[config.mk]
export PLATFORM = sky130hd
export DESIGN_NAME = deck_dealer_ctrl_flat
export DESIGN_NICKNAME = d
export VERILOG_FILES = /design/src/rtl/deck_pkg.sv /design/src/rtl/deck_dealer_ctrl_if.sv /design/src/rtl/deck_lfsr16.sv /design/src/rtl/deck_dealer_ctrl.sv /design/src/flat_wrapper.sv
export SDC_FILE = /design/constraint.sdc
export NUM_CORES = 1
export LEC_CHECK = 0
export CORE_MARGIN = 1
export CORE_UTILIZATION = 57
export CTS_CLUSTER_SIZE = 12
export DETAILED_ROUTE_END_ITERATION = 12
export DONT_BUFFER_PORTS = 1
export PLACE_DENSITY = 0.68
export SYNTH_ARGS = -nofsm -noshare
export SYNTH_HDL_FRONTEND = slang
export SYNTH_SLANG_ARGS = --single-unit
[constraint.sdc]
create_clock -name clk -period 2.9 [get_ports clk]
set_input_delay 0.435 -clock clk [delete_from_list [all_inputs] [get_ports clk]]
set_output_delay 0.435 -clock clk [all_outputs]
set_load 0.05 [all_outputs]
[src/rtl/deck_pkg.sv]
// rtl/deck_pkg.sv - shared constants, types and LFSR step for the deck dealer
package deck_pkg;
    localparam int DECK_SIZE = 52;
    localparam int ADDR_W    = 6;
    localparam int DATA_W    = 7;

    typedef logic [DATA_W-1:0] card_t;
    typedef logic [ADDR_W-1:0] addr_t;

    typedef enum logic [3:0] {
        IDLE, INIT, PICK, RD_I, RD_J, CAP_J, WR_I, WR_J, READY, DEAL_RD, DEAL_CAP
    } state_t;

    // Galois taps for x^16 + x^14 + x^13 + x^11 + 1, right-shifting form
    localparam logic [15:0] LFSR_TAPS = 16'hB400;

    function automatic logic [15:0] lfsr_step(input logic [15:0] s);
        return (s >> 1) ^ (s[0] ? LFSR_TAPS : 16'h0000);
    endfunction
endpackage

[src/rtl/deck_dealer_ctrl_if.sv]
// rtl/deck_dealer_ctrl_if.sv - single-port deck_memory bus
interface deck_dealer_ctrl_if;
    import deck_pkg::*;

    addr_t mem_addr;
    logic  mem_wen;
    card_t mem_wdata;
    card_t mem_rdata;

    modport master (output mem_addr, output mem_wen, output mem_wdata, input mem_rdata);
    modport slave  (input mem_addr, input mem_wen, input mem_wdata, output mem_rdata);
endinterface

[src/rtl/deck_lfsr16.sv]
// rtl/deck_lfsr16.sv - 16-bit Galois LFSR with advance enable
module deck_lfsr16 #(
    parameter logic [15:0] SEED = 16'hACE1
) (
    input  logic        clk,
    input  logic        rst_n,
    input  logic        adv,
    output logic [15:0] state
);
    import deck_pkg::*;

    logic [15:0] state_q;
    logic [15:0] state_d;

    // advance one step only when asked
    always_comb begin
        state_d = state_q;
        if (adv) begin
            state_d = lfsr_step(state_q);
        end
    end

    // state register, reloads the seed on reset
    always_ff @(posedge clk) begin
        if (!rst_n) begin
            state_q <= SEED;
        end else begin
            state_q <= state_d;
        end
    end

    assign state = state_q;
endmodule

[src/rtl/deck_dealer_ctrl.sv]
// rtl/deck_dealer_ctrl.sv - deck init, Fisher-Yates shuffle and deal sequencer
module deck_dealer_ctrl
    import deck_pkg::*;
#(
    parameter logic [15:0] LFSR_SEED = 16'hACE1
) (
    input  logic  clk,
    input  logic  rst_n,
    input  logic  shuffle_req,
    input  logic  deal_req,
    output card_t card,
    output logic  card_valid,
    output logic  deal_err,
    output logic  busy,
    output addr_t cards_left,
    output logic  deck_empty,
    deck_dealer_ctrl_if.master mem
);
    localparam addr_t LAST_IDX = addr_t'(DECK_SIZE - 1);

    state_t state_q, state_d;
    addr_t  i_q, i_d;
    addr_t  j_q, j_d;
    card_t  val_i_q, val_i_d;
    card_t  val_j_q, val_j_d;
    addr_t  top_q, top_d;
    addr_t  cards_left_q, cards_left_d;
    card_t  card_q, card_d;
    logic   card_valid_q, card_valid_d;
    logic   deal_err_q, deal_err_d;

    logic                  lfsr_adv;
    logic [15:0]           lfsr_state;
    addr_t                 lfsr_pick;
    logic [15-ADDR_W:0]    lfsr_unused;

    addr_t mem_addr_c;
    logic  mem_wen_c;
    card_t mem_wdata_c;

    deck_lfsr16 #(.SEED(LFSR_SEED)) u_lfsr (
        .clk   (clk),
        .rst_n (rst_n),
        .adv   (lfsr_adv),
        .state (lfsr_state)
    );

    // only the low bits choose the swap partner
    assign {lfsr_unused, lfsr_pick} = lfsr_state;

    // next-state, datapath updates and memory port drive
    always_comb begin
        state_d      = state_q;
        i_d          = i_q;
        j_d          = j_q;
        val_i_d      = val_i_q;
        val_j_d      = val_j_q;
        top_d        = top_q;
        cards_left_d = cards_left_q;
        card_d       = card_q;
        card_valid_d = 1'b0;
        deal_err_d   = 1'b0;
        lfsr_adv     = 1'b0;
        mem_addr_c   = '0;
        mem_wen_c    = 1'b0;
        mem_wdata_c  = '0;
        unique case (state_q)
            IDLE: begin
                if (shuffle_req) begin
                    state_d      = INIT;
                    i_d          = '0;
                    top_d        = '0;
                    cards_left_d = '0;
                end else if (deal_req) begin
                    if (cards_left_q != '0) begin
                        state_d = DEAL_RD;
                    end else begin
                        deal_err_d = 1'b1;
                    end
                end
            end
            INIT: begin
                mem_addr_c  = i_q;
                mem_wdata_c = card_t'(i_q);
                mem_wen_c   = 1'b1;
                if (i_q == LAST_IDX) begin
                    state_d = PICK;
                end else begin
                    i_d = i_q + addr_t'(1);
                end
            end
            PICK: begin
                lfsr_adv = 1'b1;
                j_d      = lfsr_pick;
                if (lfsr_pick <= i_q) begin
                    state_d = RD_I;
                end
            end
            RD_I: begin
                mem_addr_c = i_q;
                state_d    = RD_J;
            end
            RD_J: begin
                mem_addr_c = j_q;
                val_i_d    = mem.mem_rdata;
                state_d    = CAP_J;
            end
            CAP_J: begin
                val_j_d = mem.mem_rdata;
                state_d = WR_I;
            end
            WR_I: begin
                mem_addr_c  = i_q;
                mem_wdata_c = val_j_q;
                mem_wen_c   = 1'b1;
                state_d     = WR_J;
            end
            WR_J: begin
                mem_addr_c  = j_q;
                mem_wdata_c = val_i_q;
                mem_wen_c   = 1'b1;
                i_d         = i_q - addr_t'(1);
                state_d     = (i_q == addr_t'(1)) ? READY : PICK;
            end
            READY: begin
                top_d        = '0;
                cards_left_d = addr_t'(DECK_SIZE);
                state_d      = IDLE;
            end
            DEAL_RD: begin
                mem_addr_c = top_q;
                state_d    = DEAL_CAP;
            end
            DEAL_CAP: begin
                card_d       = mem.mem_rdata;
                top_d        = top_q + addr_t'(1);
                cards_left_d = cards_left_q - addr_t'(1);
                card_valid_d = 1'b1;
                state_d      = IDLE;
            end
            default: begin
                state_d = IDLE;
            end
        endcase
    end

    // state and datapath registers
    always_ff @(posedge clk) begin
        if (!rst_n) begin
            state_q      <= IDLE;
            i_q          <= '0;
            j_q          <= '0;
            val_i_q      <= '0;
            val_j_q      <= '0;
            top_q        <= '0;
            cards_left_q <= '0;
            card_q       <= '0;
            card_valid_q <= 1'b0;
            deal_err_q   <= 1'b0;
        end else begin
            state_q      <= state_d;
            i_q          <= i_d;
            j_q          <= j_d;
            val_i_q      <= val_i_d;
            val_j_q      <= val_j_d;
            top_q        <= top_d;
            cards_left_q <= cards_left_d;
            card_q       <= card_d;
            card_valid_q <= card_valid_d;
            deal_err_q   <= deal_err_d;
        end
    end

    assign card          = card_q;
    assign card_valid    = card_valid_q;
    assign deal_err      = deal_err_q;
    assign busy          = (state_q != IDLE);
    assign cards_left    = cards_left_q;
    assign deck_empty    = (cards_left_q == '0);
    assign mem.mem_addr  = mem_addr_c;
    assign mem.mem_wen   = mem_wen_c;
    assign mem.mem_wdata = mem_wdata_c;
endmodule

[src/flat_wrapper.sv]
// flat-port wrapper written by rule: the top's interface ports become plain ports
module deck_dealer_ctrl_flat import deck_pkg::*;
#(
    parameter logic [15:0] LFSR_SEED = 16'hACE1
)
  (clk, rst_n, shuffle_req, deal_req, card, card_valid, deal_err, busy, cards_left, deck_empty, mem_mem_addr, mem_mem_wen, mem_mem_wdata, mem_mem_rdata);
  deck_dealer_ctrl_if mem_i ();
  input  logic clk;
  input  logic rst_n;
  input  logic shuffle_req;
  input  logic deal_req;
  output card_t card;
  output logic card_valid;
  output logic deal_err;
  output logic busy;
  output addr_t cards_left;
  output logic deck_empty;
  output wire logic [$bits(mem_i.mem_addr)-1:0] mem_mem_addr;
  output wire logic [$bits(mem_i.mem_wen)-1:0] mem_mem_wen;
  output wire logic [$bits(mem_i.mem_wdata)-1:0] mem_mem_wdata;
  input wire logic [$bits(mem_i.mem_rdata)-1:0] mem_mem_rdata;
  assign mem_mem_addr = mem_i.mem_addr;
  assign mem_mem_wen = mem_i.mem_wen;
  assign mem_mem_wdata = mem_i.mem_wdata;
  assign mem_i.mem_rdata = mem_mem_rdata;
  deck_dealer_ctrl #(.LFSR_SEED(LFSR_SEED)) u_core (.clk(clk), .rst_n(rst_n), .shuffle_req(shuffle_req), .deal_req(deal_req), .card(card), .card_valid(card_valid), .deal_err(deal_err), .busy(busy), .cards_left(cards_left), .deck_empty(deck_empty), .mem(mem_i));
endmodule
### After elaboration in Yosys (flattened, before gate mapping)

Index checks and enable logic that the tools add are counted.

* add/sub/neg operators: 4
* $lt $le $gt $ge: 1
* equal/unequal tests: 18
* mux-type cells: 19
* bitwise operators: 4
* reduce and logical (&&, ||, !) cells: 13

Operators by type and width (number)
* 6-bit case mux with 3 select lines: 4
* 4-bit case mux with 9 select lines: 1
* 4-bit 2-to-1 mux: 6
* 7-bit case mux with 3 select lines: 1
* 4-bit by 3-bit == test with 1-bit output (second input constant): 4
* 16-bit 2-to-1 mux: 1
* 15-bit by 16-bit bitwise XOR with 16-bit output: 1
* 6-bit by 1-bit adder with 6-bit output (second input constant): 2
* 4-bit == test (second input constant): 3
* 6-bit 2-to-1 mux: 2
* 6-bit by 1-bit subtractor with 6-bit output (second input constant): 2
* 4-bit by 2-bit == test with 1-bit output (second input constant): 2
* 6-bit by 1-bit == test with 1-bit output (second input constant): 1
* 6-bit == test (second input constant): 1
* 6-bit less-or-equal comparator: 1
* 6-bit zero test: 1
* 3-bit nonzero test: 2
* 6-bit nonzero test: 1
* 3-bit OR reduction: 2
* 4-bit by 1-bit == test with 1-bit output (second input constant): 1
* 4-bit zero test: 1
* 1-bit 2-to-1 mux: 4
* 2-bit by 1-bit inequality test with 1-bit output (second input constant): 2
* 2-bit inequality test (second input constant): 2
* other kinds (9): 11

* register bits: 67
* input port bits: 11
* output and inout port bits: 31
* word-level logic and storage cells: 70

### Depth between registers and ports, before layout

Gate-level depths: netlist (run 1).

* word-level depth: 5
* mapped depth: 7
* mapped depth without buffers: 6

### Modules after synthesis

Synthesis (run 1) repeated with hierarchy kept, for this count alone.

* cell total of the unflattened synthesis: 398
* area total of the unflattened synthesis: 3467.1 um^2

By module, submodules not included
* deck_dealer_ctrl: times used 1, cells an instance 342, area each 2835.2 um^2, sequential area each 1021.0 um^2
* deck_lfsr16: times used 1, cells an instance 56, area each 631.9 um^2, sequential area each 320.3 um^2

### Worst setup path before layout (run 1)

OpenSTA, ideal clock, no wires.

* kind: reg2out
* from: register u_core.cards_left_q[0] (netlist: u_core.cards_left[0])
* to: output deck_empty
* data arrival time: 2.399 ns
* required time: 2.465 ns
* slack: 0.066 ns
* cell stages (with the launch flop): 5
* buffers on the path: 0
* cells stage by stage: dfxtp_1 > inv_1 > ha_1 > or3b_2 > nor3_1

* cells in the longest elaborated chain, start to end: 1

RTL lines
* start, declared: line deck_dealer_ctrl.sv:27 `addr_t cards_left_q, cards_left_d;`
* start signal, assigned: line deck_dealer_ctrl.sv:167 `cards_left_q <= cards_left_d;`
* 6-bit zero test: line deck_dealer_ctrl.sv:179 `assign deck_empty = (cards_left_q == '0);`
* end, declared: line flat_wrapper.sv:17 `output logic deck_empty;`

Every way passes these cells.

### Worst setup path after layout (run 1)

* from: register u_core.state_q[1]
* to: output mem_mem_wdata[3]

* cells in the longest elaborated chain, start to end: 2
* elaborated cells between the ends (all ways): 4
* classes of those cells: eq/ne (3); mux (1)

RTL lines
* start, declared: line deck_dealer_ctrl.sv:21 `state_t state_q, state_d;`
* start signal, assigned: line deck_dealer_ctrl.sv:161 `state_q <= state_d;`
* 4-bit by 3-bit == test with 1-bit output / 4-bit by 1-bit == test with 1-bit output (equally long branches): line deck_dealer_ctrl.sv:67 `unique case (state_q)`
* 7-bit case mux with 3 select lines *: line deck_dealer_ctrl.sv:67
* end, declared: line flat_wrapper.sv:20 `output wire logic [$bits(mem_i.mem_wdata)-1:0] mem_mem_wdata;`

Every way passes the cells marked *; elsewhere a longest branch is shown, timed or not.

==> results of run 1 <==
[flip-flops by register name, summed over array words and instances, names as in the netlist]
signal               flops
u_core.j_q               2
u_core.i_q               6
u_core.deal_err          1
u_core.u_lfsr.state     16
u_core.card_valid        1
u_core.val_i_q           7
u_core.top_q             6
u_core.state_q           4
u_core.val_j_q           7
u_core.cards_left        6
u_core.card              7
[where the power goes]
part / internal [mW] / leakage (nW) / switching [mW] / total (mW)
clock: 0.574 / 0.123 / 0.372 / 0.946
combinational: 0.422 / 0.676 / 0.767 / 1.19
sequential: 0.982 / 0.510 / 0.278 / 1.26
[final cells by class]
| type | count | area [µm²] | area share (%) |
|---|---|---|---|
| sequential | 63 | 1260 | 35.9 |
| tap | 70 | 87.6 | 2.49 |
| multi-input combinational | 288 | 1750 | 49.9 |
| timing repair buffer | 14 | 105 | 2.99 |
| inverter | 16 | 60.1 | 1.71 |
| clock inverter | 7 | 121 | 3.46 |
| clock buffer | 9 | 124 | 3.53 |
[metal layers]
metal  track usage (%)  part of all wire, %
met1              40.0                   43
met2              45.8                   46
met3              5.75                  7.4
met4              14.4                  2.8
met5                 0                    0
[worst max-delay path by stage]
stage,startpoint,depth (start not counted),to,slack (ns)
2_1_floorplan,u_core.cards_left[0]$_SDFFE_PN0P_,4,deck_empty,0.07
3_3_place_gp,u_core.state_q[1]$_SDFFE_PN0P_,4,mem_mem_wdata[3],0.57
3_5_place_dp,u_core.state_q[1]$_SDFFE_PN0P_,4,mem_mem_wdata[3],0.51
4_1_cts,u_core.state_q[1]$_SDFFE_PN0P_,4,mem_mem_wdata[3],0.15
5_1_grt,u_core.state_q[1]$_SDFFE_PN0P_,4,mem_mem_wdata[3],0.01
6_report,u_core.state_q[1]$_SDFFE_PN0P_,4,mem_mem_wdata[3],0.11
[kinds of logic (layout without fill, tap and decap cells)]
group / after synthesis / count (layout) / synth area share (%)
AND/OR/NAND/NOR: 153 / 153 / 23.5
adder cells (fa/ha/maj): 11 / 11 / 4.36
multiplexers: 8 / 8 / 2.54
AO/OA/AOI/OAI: 108 / 108 / 22.7
flip-flops: 63 / 63 / 39.9
XOR/XNOR: 8 / 8 / 2.22
buffers and inverters: 38 / 46 / 4.71
[Yosys cell counts (2+ instances only)]
library cell  instances  area [µm²]
a211oi_1              3        22.5
nand3_1               9        45.0
buf_2                 5        25.0
xor2_1                5        43.8
o21ai_0              13        65.1
nand2_1              64         240
a21oi_1              41         205
o22ai_1               3        18.8
or3_1                 5        31.3
nor3_1                8        40.0
o211ai_1              9        67.6
nor2b_1               3        18.8
a221o_1               6        60.1
nand2b_1              7        43.8
and3_1                2        12.5
nor2_1               30         113
a221oi_1              3        26.3
ha_1                 11         138
a311oi_1              3        26.3
and2_1                8        50.1
inv_1                15        56.3
clkbuf_1             17        63.8
a22oi_1               6        45.0
dfxtp_1              63        1260
nor4_1                2        12.5
mux2i_1               8        80.1
o221a_2               3        33.8
a31oi_1               3        18.8
nand4_1               2        12.5
xnor2_1               3        26.3
[metrics by stage]
stage	utilization, %	instance area (µm²)	power (mW)	cells	hold WS [ns]
global route	67.5	3510	3.56	467	0.155
global placement	62.8	3270	2.42	451	0.442
CTS	67.5	3510	3.38	467	0.162
detailed placement	62.8	3270	2.44	451	0.452
finish	67.5	3510	3.39	467	0.169
floorplan	-	3160	2.14	389	0.432
[worst max-delay path: stages, from the launching register on]
cell and delay [ns]:
dfxtp_1 0.64, nand2b_1 0.22, nor2_1 0.55, a222oi_1 0.23, inv_1 0.38
==> metrics.txt, run 1 <==
max-slew violation count=0; global route overflow=0; Pleak=1.31 nW; FF-to-FF setup slack=0.67 ns; Worst R2R Start=u_core.cards_left[0]$_SDFFE_PN0P_; clock latency on the worst-skew pair=0.34 ns; vias in the first global route=2678; Final Setup Violations=0; initial drt markers=251; diodes inserted=0; transition time of the tightest slew-check pin=0.829 ns; Sink Count=63; worst reg2reg path depth=6; CTS buffer count=9; CP Launch Type=flop; largest net degree at the start of global routing=26; Remaining DRCs=0; total track usage=29.8%; DP HPWL=5850 µm; Max Root-Sink Buffers=2; Die H=76.4 µm; Starting Density=60.7%; Crit path arrival time=2.36 ns; vias per inst=6.27; Syn Std Cell Area=3160 µm²; kind of critical path=flop to output pin; sequential area share after synthesis=39.9%; final worst-path cycle share=96.3%; crit path max fanout=16; Syn Nets=411; GP Congestion=0.960; Mapped Cells=389; Seq cells post-synth=63; H-Tree Depth=3; initial antenna violation count=0; post-placement setup slack=0.514 ns; I/O pins=42; Area growth syn-to-layout=11.2%; Chip Width=76.4 µm; cell depth of the worst min-delay path=1; vias=2926; VDD IR max=493 µV; Clock Pin Slew Worst Setup and Hold Paths=0.07 ns; Post-synth EDFFs=0; first-pass GRT wire length=13600 µm; async set-or-reset flop fraction in the synthesized netlist=0%; First-pass DRT Iterations=5; synth unique cells=59; die area=5840 µm²; Pwr Density=966 nW/µm²; Post-CTS Setup Inserts=0; max-cap viol count=0; hold path endpoint=u_core.u_lfsr.state[5]$_SDFFE_PN1P_; critical path required time=2.47 ns; Fin. Hold Viols=0; yosys warns=0; syn_area_per_cell=8.12 µm²; Hold Path Origin=rst_n; clock root buffer=clkbuf_8; worst hold path type=primary input to flop; crit end category=output pin; CTS tree=done; Relative slew margins=44.3%; routed length per instance=17.8 µm; clock skew=0.00873 ns; Core Rows=26; most frequent cells in the layout=nand2_1, dfxtp_1, a21oi_1; fin worst setup slack=0.108 ns; final WL=8330 µm; Max Freq=358 MHz; R2R Path End=u_core.state_q[2]$_SDFFE_PN0P_; RSZ-0062 raised after global routing=false; status=finished clean; number of hold buffers added after cts=0; share of layout cells above drive strength 1=10.6%; port buffer count=0; Synth Flop Type=dfxtp_1; fillers=460; Core Area=5200 µm²; Final nets=414; post-route minimum period=2.79 ns; Detail Route Antenna Nets=0; most common cell after layout, fill and taps aside=nand2_1; Total Neg Setup Slack=0 ns; Resize count post-CTS=0
No activity file was read; power rests on OpenSTA's default activity.
==> inputs of run 2 (changes only) <==
PLACE_DENSITY = 0.71   (was 0.68)
clock period = 2.3 ns   (was 2.9 ns; I/O delays follow)
==> run 2 against run 1 <==
Effect of this change:
- setup slack got worse by 0.035 ns
- critical path depth rose by 1
- global-route usage rose by 0.32 points
- clock power rose by 27%
- count of clock-buffer cells in the layout rose by 2
- power rose by 33%
- utilization rose by 6.6 points
- flip-flop and latch count did not move
- critical endpoint is now mem_mem_addr[2]
==> metrics.txt, run 2 (synthesis results as in run 1) <==
kind of critical path=flop to output pin; Finished Layout Cells=491 (+5.1%); Area growth syn-to-layout=22.0%; CTS buffer count=9 (unchanged); crit path max-delay cell type=dfxtp_1; Chip Width=76.4 µm (unchanged); RSZ-0062 raised after global routing=false; H-Tree Depth=3 (unchanged); First-pass DRT Iterations=5 (unchanged); Int Pwr=2.69 mW (+36%); transition time of the tightest slew-check pin=0.614 ns (-0.214 ns); CTS tree=done; clock share of power=26.5% (-1.4 points); crit path max fanout=7 (-9); clock latency on the worst-skew pair=0.34 ns (about the same); port buffer count=0 (unchanged); initial drt markers=270 (+7.6%); most frequent cells in the layout=nand2_1, dfxtp_1, a21oi_1; initial antenna violation count=0 (unchanged); most common cell after layout, fill and taps aside=nand2_1; Remaining DRCs=0 (unchanged); first-pass GRT wire length=13800 µm (+1.5%); I/O pins=42 (unchanged); status=finished clean; vias in the first global route=2906 (+8.5%); DP Cell Count=475 (+5.3%); Final nets=438 (+5.8%); CP cell instances=nand2b_2 -> or3_1 -> nand2_2 -> a221o_1 -> buf_12; diodes inserted=0 (unchanged); post-placement setup slack=0.251 ns (-0.263 ns); max reg flops=16 (unchanged); Core Rows=26 (unchanged); final WL=8260 µm (-0.80%); post-route minimum period=2.23 ns; routed length per instance=16.8 µm (-5.7%); Worst Hold Slack=0.0718 ns (-0.0977 ns); clock skew=0.00651 ns (-0.00223 ns); crit end category=output pin; fin worst setup slack=0.0729 ns (-0.0351 ns); Relative slew margins=59.1% (+15 points); sequential fraction of design power=31.4% (-5.7 points); die area=5840 µm² (unchanged); combinational power share=42.0% (+7.0 points); total track usage=30.1% (+0.32 points); clock root buffer=clkbuf_8; final worst-path cycle share=96.8%; P_sw=1.82 mW (+28%); Clock Pin Slew Worst Setup and Hold Paths=0.07 ns (about the same); vias per inst=6.15 (-1.9%); max incr delay on CP=0.38 ns (-0.26 ns); total power=4.51 mW (+33%); Starting Density=60.7% (unchanged); max-cap viol count=0 (unchanged); worst hold path type=primary input to flop; DP HPWL=5860 µm (+0.25%); max-slew violation count=0 (unchanged); Final Setup Violations=0 (unchanged); Die H=76.4 µm (unchanged); Fin. Hold Viols=0 (unchanged); share of layout cells above drive strength 1=17.6% (+7.0 points); switch share=40.3% (-1.5 points); global route overflow=0 (unchanged); Pwr Density=1170 nW/µm² (+21%); largest net degree at the start of global routing=35 (+35%); Pleak=1.47 nW (+12%); CP Launch Type=flop; Post-CTS Setup Inserts=0 (unchanged); critical path required time=1.96 ns (-0.51 ns); number of hold buffers added after cts=0 (unchanged); VDD IR max=752 µV (+52%); vias=3018 (+3.1%); Detail Route Antenna Nets=0 (unchanged); Core Area=5200 µm² (unchanged); GP Congestion=0.967 (+0.78%); Max Freq=449 MHz; Crit path arrival time=1.88 ns (-0.48 ns); post-layout util=74.0% (+6.6 points); Sink Count=63 (unchanged); Max Root-Sink Buffers=2 (unchanged)
run 2: changes by cell type in the layout (fill, tap and decap cells not counted), moves of 3 or more:
cell      previous run  this run
buf_4               14        27
buf_12               0        11
clkinv_4             3         0
dfxtp_1             63        60
dfxtp_2              0         3
nor2_1              30        27
nor2_2               1         4
run 2: worst max-delay path, delay by kind of cell, from the launching register on:
family	cells	cell delay (ns)
flops	1	0.38
buf+inv	1	0.15
compound gates	1	0.23
simple gates	3	0.78
run 2: layout make-up:
cell class	instances	area [µm²]
clock buffer	11	141
clock inverter	5	104
fill	391	1350
inverter	16	60.1
multi-input combinational	288	1770
sequential	63	1260
tap	70	87.6
timing repair buffer	38	423
run 2: power by group through the flow:
stage | clock network [mW] | registers (mW) | logic, mW
after floorplan | 0 | 1.50 | 1.23
after global placement | 0 | 1.43 | 1.82
after detailed placement | 0 | 1.43 | 1.85
after CTS | 1.20 | 1.41 | 1.86
after global routing | 1.25 | 1.44 | 2.06
final | 1.20 | 1.42 | 1.89
run 2: path summary, 6_finish.rpt:
check	to	slack [ns]	depth (start not counted)	start
worst max register to register	u_core.i_q[2]$_SDFFE_PN0P_	0.36	4	u_core.state_q[1]$_SDFFE_PN0P_
worst min register to register	u_core.u_lfsr.state[8]$_SDFFE_PN0P_	0.45	2	u_core.u_lfsr.state[9]$_SDFFE_PN0P_
worst max-delay path	mem_mem_addr[2]	0.07	5	u_core.state_q[3]$_SDFFE_PN0P_
worst min-delay path	u_core.u_lfsr.state[6]$_SDFFE_PN1P_	0.07	1	rst_n
run 2: what timing repair did:
action | CTS | global route
hold endpoints to repair | 0 | 0
pin swaps | 0 | 0
gates cloned | 0 | 0
resized for setup | 5 | 4
endpoints found under the setup margin | 13 | 8
run 2: metrics by stage:
stage	area (µm²)	TNS (ns)
6_report	3850	0
5_1_grt	3850	0
4_1_cts	3840	0
3_5_place_dp	3590	0
3_3_place_gp	3590	0
2_1_floorplan	3170	-1.00
run 2: per-layer routing:
| metal | up-vias | GRT usage [%] | share of wire [%] |
|---|---|---|---|
| li1 | 1448 | - | - |
| met1 | 1395 | 39.5 | 44 |
| met2 | 148 | 46.8 | 46 |
| met3 | 27 | 6.35 | 6.8 |
| met4 | 0 | 15.0 | 2.9 |
| met5 | - | 0 | 0 |
==> RTL change: new RTL, config.mk and constraints of run 2 <==
Reset style: asynchronous (`rst_n`), changed in 2 clocked blocks.
--- a/src/rtl/deck_lfsr16.sv
+++ b/src/rtl/deck_lfsr16.sv
@@ -23,3 +23,3 @@
     // state register, reloads the seed on reset
-    always_ff @(posedge clk) begin
+    always_ff @(posedge clk or negedge rst_n) begin
         if (!rst_n) begin
--- a/src/rtl/deck_dealer_ctrl.sv
+++ b/src/rtl/deck_dealer_ctrl.sv
@@ -147,3 +147,3 @@
     // state and datapath registers
-    always_ff @(posedge clk) begin
+    always_ff @(posedge clk or negedge rst_n) begin
         if (!rst_n) begin
Check against the original RTL: differs if rst_n is asserted again (counterexample within 4 cycles, from zero or initial values and one cycle with rst_n low); with rst_n held inactive, the same outputs for 10 cycles.
==> RTL change against run 2 <==
  * Routed wire length is 7.8% lower
  * Combinational power rose by 86%
  * Setup slack worse by 0.067 ns
  * Total power is 55% higher
  * Maximum frequency decreased by 2.9%
  * Sequential cell count unchanged
  * Area after synthesis rose by 5.2%
  * Clock power down 8%
  * Via count down 12%
  * Sequential power increased by 67%
  * Non-clock buffer count up 3
  * Final area increased by 5.5%
  * Critical path depth shrank 1
==> RTL change: results (changes against run 2) <==
result of the run -> finished clean
worst slew pin tran -> 0.527 ns (-0.0874 ns)
highest net fanout along the worst path -> 8 (+1)
post-route worst setup slack -> 0.00619 ns (-0.0667 ns)
via count of the first global-routing pass -> 2521 (-13%)
crit path capture -> mem_mem_wdata[0]
cell leakage power -> 0.00181 uW (+23%)
num sequential -> 63 (unchanged)
sum of met2 wire segment lengths after detailed routing -> 3.68 mm (-3.6%)
ratio of cells with drive above 1 in the final layout -> 30.0% (+12 points)
asr flop ratio synth -> 100% (+100 points)
met3 GRT Util -> 6.63% (+0.28 points)
M1 WL -> 3.34 mm (-8.2%)
largest vdd supply drop -> 0.00112 V (+49%)
global-route wire length before repair -> 12.5 mm (-9.2%)
Post-Syn Nets -> 343 (-17%)
number of signal-net buffers in the layout -> 41 (+7.9%)
met1 Usage GRT -> 36.7% (-2.8 points)
total half-perimeter wirelength after legalization and detailed placement -> 5.19 mm (-11%)
GRT Resource Usage Total -> 26.9% (-3.2 points)
# rows -> 27 (+3.8%)
inverter count of the layout excluding clock inverters -> 20 (+4)
DR WL/cell -> 17.6 um (+4.7%)
share of synthesized area occupied by flip-flops and latches -> 47.8% (+7.8 points)
hold-fix buffers at CTS -> 2 (+2)
count of multi-input combinational gates -> 221 (-23%)
routing usage on met2 -> 41.8% (-5.0 points)
Syn Area/Cell -> 10.3 um2 (+27%)
arrival time at the worst endpoint -> 1.95 ns (+0.07 ns)
Clock Skew -> 0.00629 ns (-0.000216 ns)
Placed Instance Area -> 0.00371 mm2 (+3.4%)
multi-input combinational area share -> 39.3% (-6.7 points)
non-filler instance count after layout -> 432 (-12%)
net count reported at finish -> 378 (-14%)
worst slack after detailed placement -> 0.285 ns (+0.0339 ns)
Final Wtd Congestion -> 0.935 (-3.3%)
postcts setup bufs -> 1 (+1)
startpoint of the worst hold path -> mem_mem_rdata[0]
Worst Hold Path EP -> u_core.card[0]
number of placed instances with taps included -> 408 (-14%)
Post-Route Utilization -> 72.9% (-1.1 points)
launch point of the critical path -> u_core.state_q[2]
sequential share of cell area -> 39.1% (+6.3 points)
top cells by area in the synthesized netlist -> dfrtp_1, mux2_2, dfstp_2
area fraction of clock buffers and clock inverters -> 5.63% (-0.73 points)
-- RTL change: cell types whose count changed in the layout (fill, tap and decap cells not counted), moves of 27 or more --
cell     before  now
dfrtp_1       0   52
dfxtp_1      60    0
a21oi_1      41   11
mux2_2        0   27
nand2_1      63   34
-- RTL change: report_power, final --
part | total (uW) | internal, uW | switching [uW]
Sequential | 2370 | 1630 | 743
Clock | 1100 | 669 | 432
Combinational | 3510 | 1600 | 1910
Total | 6980 | 3900 | 3080
-- RTL change: kinds of logic after synthesis --
family	synth area share, %
AND/OR/NAND/NOR	15.3
buffers and inverters	4.93
multiplexers	9.45
XOR/XNOR	1.05
flip-flops	47.8
adder cells (fa/ha/maj)	4.14
AO/OA/AOI/OAI	17.4
-- RTL change: worst reg2reg max path: stages, from the launching register on --
cell and delay (ns):
dfrtp_2 0.46, or4b_4 0.62, clkbuf_2 0.21, buf_4 0.16, buf_4 0.12, nor3_2 0.17
a211oi_1 0.08, a41oi_2 0.16
